===== src/rtl/mem_access_if.sv =====
// Data-memory bus between mem_access (master) and a memory (slave).
//
// Handshake: the master raises dmem_req with dmem_we/addr/wstrb/wdata and
// holds all of them stable until it samples dmem_ack=1 on a rising edge;
// dmem_ack and dmem_rdata are meaningful only while dmem_req=1, and the
// request drops in the cycle after the acknowledging edge.
interface mem_access_if;
    logic        dmem_req;
    logic        dmem_we;
    logic [31:0] dmem_addr;
    logic [3:0]  dmem_wstrb;
    logic [31:0] dmem_wdata;
    logic [31:0] dmem_rdata;
    logic        dmem_ack;

    modport master (
        output dmem_req, dmem_we, dmem_addr, dmem_wstrb, dmem_wdata,
        input  dmem_rdata, dmem_ack
    );

    modport slave (
        input  dmem_req, dmem_we, dmem_addr, dmem_wstrb, dmem_wdata,
        output dmem_rdata, dmem_ack
    );
endinterface


===== src/rtl/mem_access.sv =====
// Load/store unit: turns one ALU-stage memory operation into a single
// word-aligned data-memory request, aligns store lanes, extracts and extends
// load data, and aborts a request that is not acknowledged in time.
// Optional macro MISALIGN_TRAP_EN: misaligned half/word accesses complete
// with err=1 and no bus request instead of being silently aligned down.
// Store operations return load_data=0.
module mem_access #(
    parameter int unsigned TIMEOUT_CYCLES = 255
) (
    input  logic               clk,
    input  logic               rst_n,
    input  logic               start,
    input  logic               mem_read,
    input  logic               mem_write,
    input  logic [2:0]         funct3,
    input  logic [31:0]        alu_result,
    input  logic [31:0]        store_data,
    mem_access_if.master       bus,
    output logic               busy,
    output logic               done,
    output logic [31:0]        load_data,
    output logic               err,
    output logic [1:0]         dbg_state
);

    typedef enum logic [1:0] {
        S_IDLE = 2'd0,
        S_REQ  = 2'd1,
        S_DONE = 2'd2
    } state_t;

    localparam logic [15:0] TMO_LAST = 16'(TIMEOUT_CYCLES - 1);

    state_t      state, state_nxt;
    logic [31:0] addr_q;
    logic [31:0] sd_q;
    logic [2:0]  f3_q;
    logic        we_q;
    logic [15:0] cnt_q;
    logic [31:0] load_q;
    logic        err_q;

    logic        is_noop;
    logic        is_illegal;
    logic        is_misalign;
    logic        start_bad;
    logic        timeout_hit;
    logic        accept;
    logic [3:0]  strb;
    logic [31:0] wdata;
    logic [7:0]  rd_byte;
    logic [15:0] rd_half;
    logic [31:0] load_ext;

    assign accept     = (state == S_IDLE) && start;
    assign is_noop    = !mem_read && !mem_write;
    assign is_illegal = (mem_read && mem_write) || (funct3 == 3'b011) || (funct3[2:1] == 2'b11);
`ifdef MISALIGN_TRAP_EN
    assign is_misalign = ((funct3[1:0] == 2'b01) && alu_result[0]) ||
                         ((funct3[1:0] == 2'b10) && (alu_result[1:0] != 2'b00));
`else
    assign is_misalign = 1'b0;
`endif
    // A no-op never traps on alignment; an illegal encoding always wins.
    assign start_bad   = is_illegal || (!is_noop && is_misalign);
    assign timeout_hit = (cnt_q == TMO_LAST);

    // State register.
    always_ff @(posedge clk or negedge rst_n) begin
        if (!rst_n) state <= S_IDLE;
        else        state <= state_nxt;
    end

    // Next-state: skip REQ for no-op/illegal, leave REQ on ack or timeout.
    always_comb begin
        state_nxt = state;
        case (state)
            S_IDLE:  if (start) state_nxt = (start_bad || is_noop) ? S_DONE : S_REQ;
            S_REQ:   if (bus.dmem_ack || timeout_hit) state_nxt = S_DONE;
            S_DONE:  state_nxt = S_IDLE;
            default: state_nxt = S_IDLE;
        endcase
    end

    // Operation latch, timeout counter and registered results.
    always_ff @(posedge clk or negedge rst_n) begin
        if (!rst_n) begin
            addr_q <= '0;
            sd_q   <= '0;
            f3_q   <= '0;
            we_q   <= 1'b0;
            cnt_q  <= '0;
            load_q <= '0;
            err_q  <= 1'b0;
        end else if (accept) begin
            addr_q <= alu_result;
            sd_q   <= store_data;
            f3_q   <= funct3;
            we_q   <= mem_write;
            cnt_q  <= '0;
            if (start_bad || is_noop) begin
                load_q <= '0;
                err_q  <= start_bad;
            end
        end else if (state == S_REQ) begin
            if (bus.dmem_ack) begin
                load_q <= we_q ? 32'h0 : load_ext;
                err_q  <= 1'b0;
            end else if (timeout_hit) begin
                load_q <= '0;
                err_q  <= 1'b1;
            end else begin
                cnt_q  <= cnt_q + 16'd1;
            end
        end
    end

    // Store lane placement from the latched address and size.
    always_comb begin
        strb  = 4'b1111;
        wdata = sd_q;
        case (f3_q[1:0])
            2'b00: begin
                strb  = 4'b0001 << addr_q[1:0];
                wdata = {4{sd_q[7:0]}};
            end
            2'b01: begin
                strb  = addr_q[1] ? 4'b1100 : 4'b0011;
                wdata = {2{sd_q[15:0]}};
            end
            default: begin
                strb  = 4'b1111;
                wdata = sd_q;
            end
        endcase
    end

    // Load lane extraction and sign/zero extension.
    always_comb begin
        rd_byte = bus.dmem_rdata[7:0];
        case (addr_q[1:0])
            2'b00: rd_byte = bus.dmem_rdata[7:0];
            2'b01: rd_byte = bus.dmem_rdata[15:8];
            2'b10: rd_byte = bus.dmem_rdata[23:16];
            2'b11: rd_byte = bus.dmem_rdata[31:24];
            default: rd_byte = bus.dmem_rdata[7:0];
        endcase
        rd_half = addr_q[1] ? bus.dmem_rdata[31:16] : bus.dmem_rdata[15:0];
        case (f3_q)
            3'b000:  load_ext = {{24{rd_byte[7]}}, rd_byte};
            3'b100:  load_ext = {24'h0, rd_byte};
            3'b001:  load_ext = {{16{rd_half[15]}}, rd_half};
            3'b101:  load_ext = {16'h0, rd_half};
            default: load_ext = bus.dmem_rdata;
        endcase
    end

    // Outputs decoded from state; bus fields come from the latched operation.
    always_comb begin
        busy           = (state != S_IDLE);
        done           = (state == S_DONE);
        dbg_state      = state;
        load_data      = load_q;
        err            = err_q;
        bus.dmem_req   = (state == S_REQ);
        bus.dmem_we    = (state == S_REQ) && we_q;
        bus.dmem_addr  = {addr_q[31:2], 2'b00};
        bus.dmem_wstrb = ((state == S_REQ) && we_q) ? strb  : 4'b0000;
        bus.dmem_wdata = ((state == S_REQ) && we_q) ? wdata : 32'h0;
    end

endmodule


===== src/flat_wrapper.sv =====
// flat-port wrapper written by rule: the top's interface ports become plain ports
module mem_access_flat 
#(
    parameter int unsigned TIMEOUT_CYCLES = 255
)
  (clk, rst_n, start, mem_read, mem_write, funct3, alu_result, store_data, busy, done, load_data, err, dbg_state, bus_dmem_req, bus_dmem_we, bus_dmem_addr, bus_dmem_wstrb, bus_dmem_wdata, bus_dmem_rdata, bus_dmem_ack);
  mem_access_if bus_i ();
  input  logic clk;
  input  logic rst_n;
  input  logic start;
  input  logic mem_read;
  input  logic mem_write;
  input  logic [2:0] funct3;
  input  logic [31:0] alu_result;
  input  logic [31:0] store_data;
  output logic busy;
  output logic done;
  output logic [31:0] load_data;
  output logic err;
  output logic [1:0] dbg_state;
  output wire logic [$bits(bus_i.dmem_req)-1:0] bus_dmem_req;
  output wire logic [$bits(bus_i.dmem_we)-1:0] bus_dmem_we;
  output wire logic [$bits(bus_i.dmem_addr)-1:0] bus_dmem_addr;
  output wire logic [$bits(bus_i.dmem_wstrb)-1:0] bus_dmem_wstrb;
  output wire logic [$bits(bus_i.dmem_wdata)-1:0] bus_dmem_wdata;
  input wire logic [$bits(bus_i.dmem_rdata)-1:0] bus_dmem_rdata;
  input wire logic [$bits(bus_i.dmem_ack)-1:0] bus_dmem_ack;
  assign bus_dmem_req = bus_i.dmem_req;
  assign bus_dmem_we = bus_i.dmem_we;
  assign bus_dmem_addr = bus_i.dmem_addr;
  assign bus_dmem_wstrb = bus_i.dmem_wstrb;
  assign bus_dmem_wdata = bus_i.dmem_wdata;
  assign bus_i.dmem_rdata = bus_dmem_rdata;
  assign bus_i.dmem_ack = bus_dmem_ack;
  mem_access #(.TIMEOUT_CYCLES(TIMEOUT_CYCLES)) u_core (.clk(clk), .rst_n(rst_n), .start(start), .mem_read(mem_read), .mem_write(mem_write), .funct3(funct3), .alu_result(alu_result), .store_data(store_data), .bus(bus_i), .busy(busy), .done(done), .load_data(load_data), .err(err), .dbg_state(dbg_state));
endmodule

===== config.mk =====
export PLATFORM = sky130hd
export DESIGN_NAME = mem_access_flat
export DESIGN_NICKNAME = d
export VERILOG_FILES = /design/src/rtl/mem_access_if.sv /design/src/rtl/mem_access.sv /design/src/flat_wrapper.sv
export SDC_FILE = /design/constraint.sdc
export NUM_CORES = 1
export LEC_CHECK = 0
export ABC_AREA = 0
export BUFFER_PORTS_ARGS = -buffer_cell sky130_fd_sc_hd__buf_2
export CAP_MARGIN = 15
export CORE_MARGIN = 2
export CORE_UTILIZATION = 45
export CTS_BUF_LIST = sky130_fd_sc_hd__clkbuf_4
export DETAILED_ROUTE_END_ITERATION = 10
export GPL_TIMING_DRIVEN = 1
export PLACE_DENSITY_LB_ADDON = 0.1
export RECOVER_POWER = 50
export SKIP_LAST_GASP = 1
export SYNTH_ARGS = -nofsm -noshare
export SYNTH_HDL_FRONTEND = slang
export SYNTH_SLANG_ARGS = --single-unit

===== constraint.sdc =====
create_clock -name clk -period 2.7 [get_ports clk]
set_input_delay 0.27 -clock clk [delete_from_list [all_inputs] [get_ports clk]]
set_output_delay 0.27 -clock clk [all_outputs]
set_load 0.01 [all_outputs]

==> results.md <==
- Drt drc: 0
- Minimum clock period: 2.48 ns
- CP Class: reg -> out
- Die Span Y: 122 um
- Worst path slowest cell: dfrtp_1
- CP Data Required Time: 2.43 ns
- EDFF count, synth: 0
- Max Used Layer: met4
- DR pass1 iterations: 6
- Leak: about 0.0041 uW
- Synth Area per Inst: 8.77 sq um
- Die area: 0.0148 sq mm
- Num CTS Buffers: 17
- Nets: roughly 1100
- Synth unique cells: 53
- Worst-case vdd ir drop: 0.332 mV
- Synth Flop Type: dfrtp_1
- Insertion delay to the later sink of the worst-skew pair: 0.54 ns
- CTS root buffer: clkbuf_4
- Hold/Removal Path Class: in -> reg
- Largest net degree at the start of global routing: 76
- Fraction of the mapped netlist area in adder cells: 0.00402
- Crit Path Max Fanout: 29
- Port bufs: between 200 and 250
- Max_slew headroom: 0.0697
- Drt total wl: ~18000 um
- Complex-gate fraction of the synthesized area: 0.148
- Depth of the worst hold-timing path: 3
- Final antenna-violating net count: 0
- Type of origin of the critical path: flip-flop
- Fin Hold WS: around 0.038 ns
- Row Count: 42
- Top delay family on crit path: buffers and inverters
- Endpoints failing setup: 0
- Main combinational cell family by area after synthesis: simple AND/OR/NAND/NOR gates
- Final Wtd Congestion: between 0.8 and 0.9
- CTS H-tree lvls: 4
- Area Overhead vs Synth: 29.5%
- Measured slew at the worst slew-check pin: between 1 and 1.5 ns
- Vias in the first global route: a little under 6000
- Ant diodes: 0
- GRT overflow: 0
- FILL cells: 1264
- CTS tree: done
- Post-route setup TNS: 0 ns
- Routed length on met3: 1280 um
- Core footprint: roughly 0.013 sq mm
- Clk sinks: 119
- Fraction of registers with async set/reset: 1.00
- Die Width: 122 um
- Xor-xnor portion of the synthesized cell area: 0.00141
- Mux share of post-synthesis cell area: 0.0477
- PwrDens: between 600 and 700 mW/mm^2
- Total GRT Usage: 0.252
- Tcrit/Tclk final: 0.918
- Clock transition at path regs: 0.10 ns
- Crit path cell chain: nand2b_1, inv_2, nand2_1, buf_4, a21oi_1, buf_2
- Ys Warns: 0
- FMAX: 403 MHz
- Post-CTS setup buffer count: 0
- Reg2Reg Depth: 4
- Clock Skew: ~0.014 ns
- CP arrival: 2.21 ns
- Layout cells sized above 1: 0.222
- Fin. Hold Viols: 0
- Critical Path Sink Type: output pin
- Worst path bufs/invs: 3
- Status: finished clean
- Netlist Area Pre-Place: around 0.0062 sq mm
- Met2 WL: ~8700 um
- Critical Path Max Stage Delay: 0.49 ns
- First-pass GRT wire length: 29000 um
- Mapped Cells: 709
- Vias/cell: 5.27
- Via count: 5958
- WL per Instance: 16.1 um
- Final Slew Violations: 0
- Crit path depth: 6
- Starting density of the core: 0.466
- DRT met1 WL: 7790 um
- Sequential share of the synthesized area: 0.479
- Top Ports: 212
- Max Root-Sink Buffers: 2
- Final HPWL DP: 12300 um
- RSZ-0062 raised after global routing: no
- Max cap viols: 0
- Post-Synth Simple-Gate Area: 0.244
- DRT iter0 DRCs: approximately 470
- Post-synthesis register bit count: 119
- Number of antenna violations at the first check in global routing: 0
## sequential cells by signal, indices dropped and copies added, names as in the netlist
name	count
u_core.err	1
u_core.cnt_q	16
u_core.load_data	32
u_core.f3_q	3
u_core.dbg_state	2
u_core.we_q	1
u_core.addr_q	32
u_core.sd_q	32
## layout by cell type (no fill, tap or decap), types with 10 or more instances in the layout
cell type / netlist / layout
mux2i_1: 24 / 24
dlygate4sd3_1: 0 / 69
clkbuf_4: 0 / 19
buf_2: 2 / 156
nand2b_1: 21 / 21
a22o_1: 17 / 17
and3_1: 10 / 10
o2bb2ai_1: 15 / 15
dfrtp_1: 119 / 116
clkbuf_1: 37 / 55
nand2_1: 221 / 221
nor2_1: 30 / 30
o21ai_0: 23 / 23
buf_4: 32 / 13
nor2b_1: 11 / 11
a21oi_1: 35 / 35
## area by class of cell
| type | count | area (sq um) | share of cell area |
|---|---|---|---|
| Clock buffer | 19 | 143 | 0.0177 |
| Clock inverter | 11 | 110 | 0.0137 |
| Inverter | 8 | 30.0 | 0.00373 |
| Multi-Input combinational cell | 502 | 2790 | 0.346 |
| Sequential cell | 119 | 2980 | 0.370 |
| Tap cell | 176 | 220 | 0.0273 |
| Timing Repair Buffer | 295 | 1790 | 0.222 |
## metrics by stage
stage               instance area (sq um)  power [uW]  setup slack, ns   util  std cells
floorplan                            6220        3780            0.613      -        710
global placement                     7190        4290            0.525  0.539       1031
detailed placement                   7190        4340            0.480  0.539       1031
CTS                                  8130        5630           0.0677  0.609       1130
global route                         8060        5940           0.0609  0.603       1130
finish                               8060        5550            0.221  0.603       1130
## synth_stat cells, drive strengths merged, types with 2 or more instances
| library cell | number | area [sq um] |
|---|---|---|
| nor3b | 3 | 22.5 |
| nand3 | 8 | 40.0 |
| o31ai | 3 | 22.5 |
| o211ai | 2 | 15.0 |
| a21oi | 35 | 175 |
| buf | 44 | 295 |
| mux2i | 24 | 240 |
| a221oi | 8 | 76.3 |
| o41ai | 2 | 17.5 |
| or3 | 2 | 12.5 |
| o21ai | 23 | 115 |
| a22o | 17 | 149 |
| clkbuf | 37 | 139 |
| or4 | 2 | 18.8 |
| nor4 | 2 | 12.5 |
| a22oi | 2 | 15.0 |
| a211o | 7 | 61.3 |
| nand2b | 21 | 131 |
| o311ai | 3 | 26.3 |
| inv | 8 | 30.0 |
| and3 | 10 | 62.6 |
| and4 | 5 | 43.8 |
| mux2 | 3 | 33.8 |
| dfrtp | 119 | 2980 |
| nand4 | 6 | 37.5 |
| nand2 | 221 | 830 |
| o2bb2ai | 15 | 131 |
| ha | 2 | 25.0 |
| nor2b | 11 | 68.8 |
| nand3b | 8 | 60.1 |
| a21o | 8 | 60.1 |
| or3b | 2 | 20.0 |
| and3b | 2 | 17.5 |
| o21a | 2 | 15.0 |
| nor2 | 30 | 113 |
## logic make-up after synthesis
group | count (synthesis)
buffers and inverters | 89
adders and majority gates | 2
other | 1
AOI/OAI and AO/OA | 132
muxes | 28
and+or+nand+nor | 337
DFF | 119
xor gates and xnor gates | 1
## worst min-delay path: cells and delay by family
kind	cells	cell delay (ns)
buf+inv	1	0.08
simple gates	1	0.09
compound gates	1	0.11
## worst paths after layout
check                                                 from                               end  slack, ns
setup / recovery           u_core.dbg_state[1]$_DFFE_PN0P_                bus_dmem_wdata[10]       0.22
hold / removal                          bus_dmem_rdata[20]  u_core.load_data[20]$_DFFE_PN0P_       0.04
setup reg to reg           u_core.dbg_state[1]$_DFFE_PN0P_      u_core.cnt_q[13]$_DFFE_PN0P_       0.56
hold reg to reg                u_core.sd_q[20]$_DFFE_PN0P_       u_core.sd_q[20]$_DFFE_PN0P_       0.48
max in group asynchronous                            rst_n        u_core.sd_q[6]$_DFFE_PN0P_       0.61
min in group asynchronous                            rst_n       u_core.cnt_q[5]$_DFFE_PN0P_       0.57
## repair_timing
item | in CTS | in global routing
hold buffers | 69 | 0
endpoints found under the hold margin | 119 | 0
setup endpoints to repair | 0 | 28
resized for setup | 0 | 3
## metal layers
metal,track usage,vias to the layer above
li1,-,2844
met1,0.328,2838
met2,0.409,241
met3,0.0613,35
met4,0.0970,0
met5,0,-
## power by group
group / internal [uW] / total (uW) / switching [uW]
clock: 544 / 1210 / 665
sequential: 2180 / 2520 / 341
combinational: 754 / 1820 / 1060
total: 3470 / 5550 / 2070
Power figures use the tool's default switching activity.
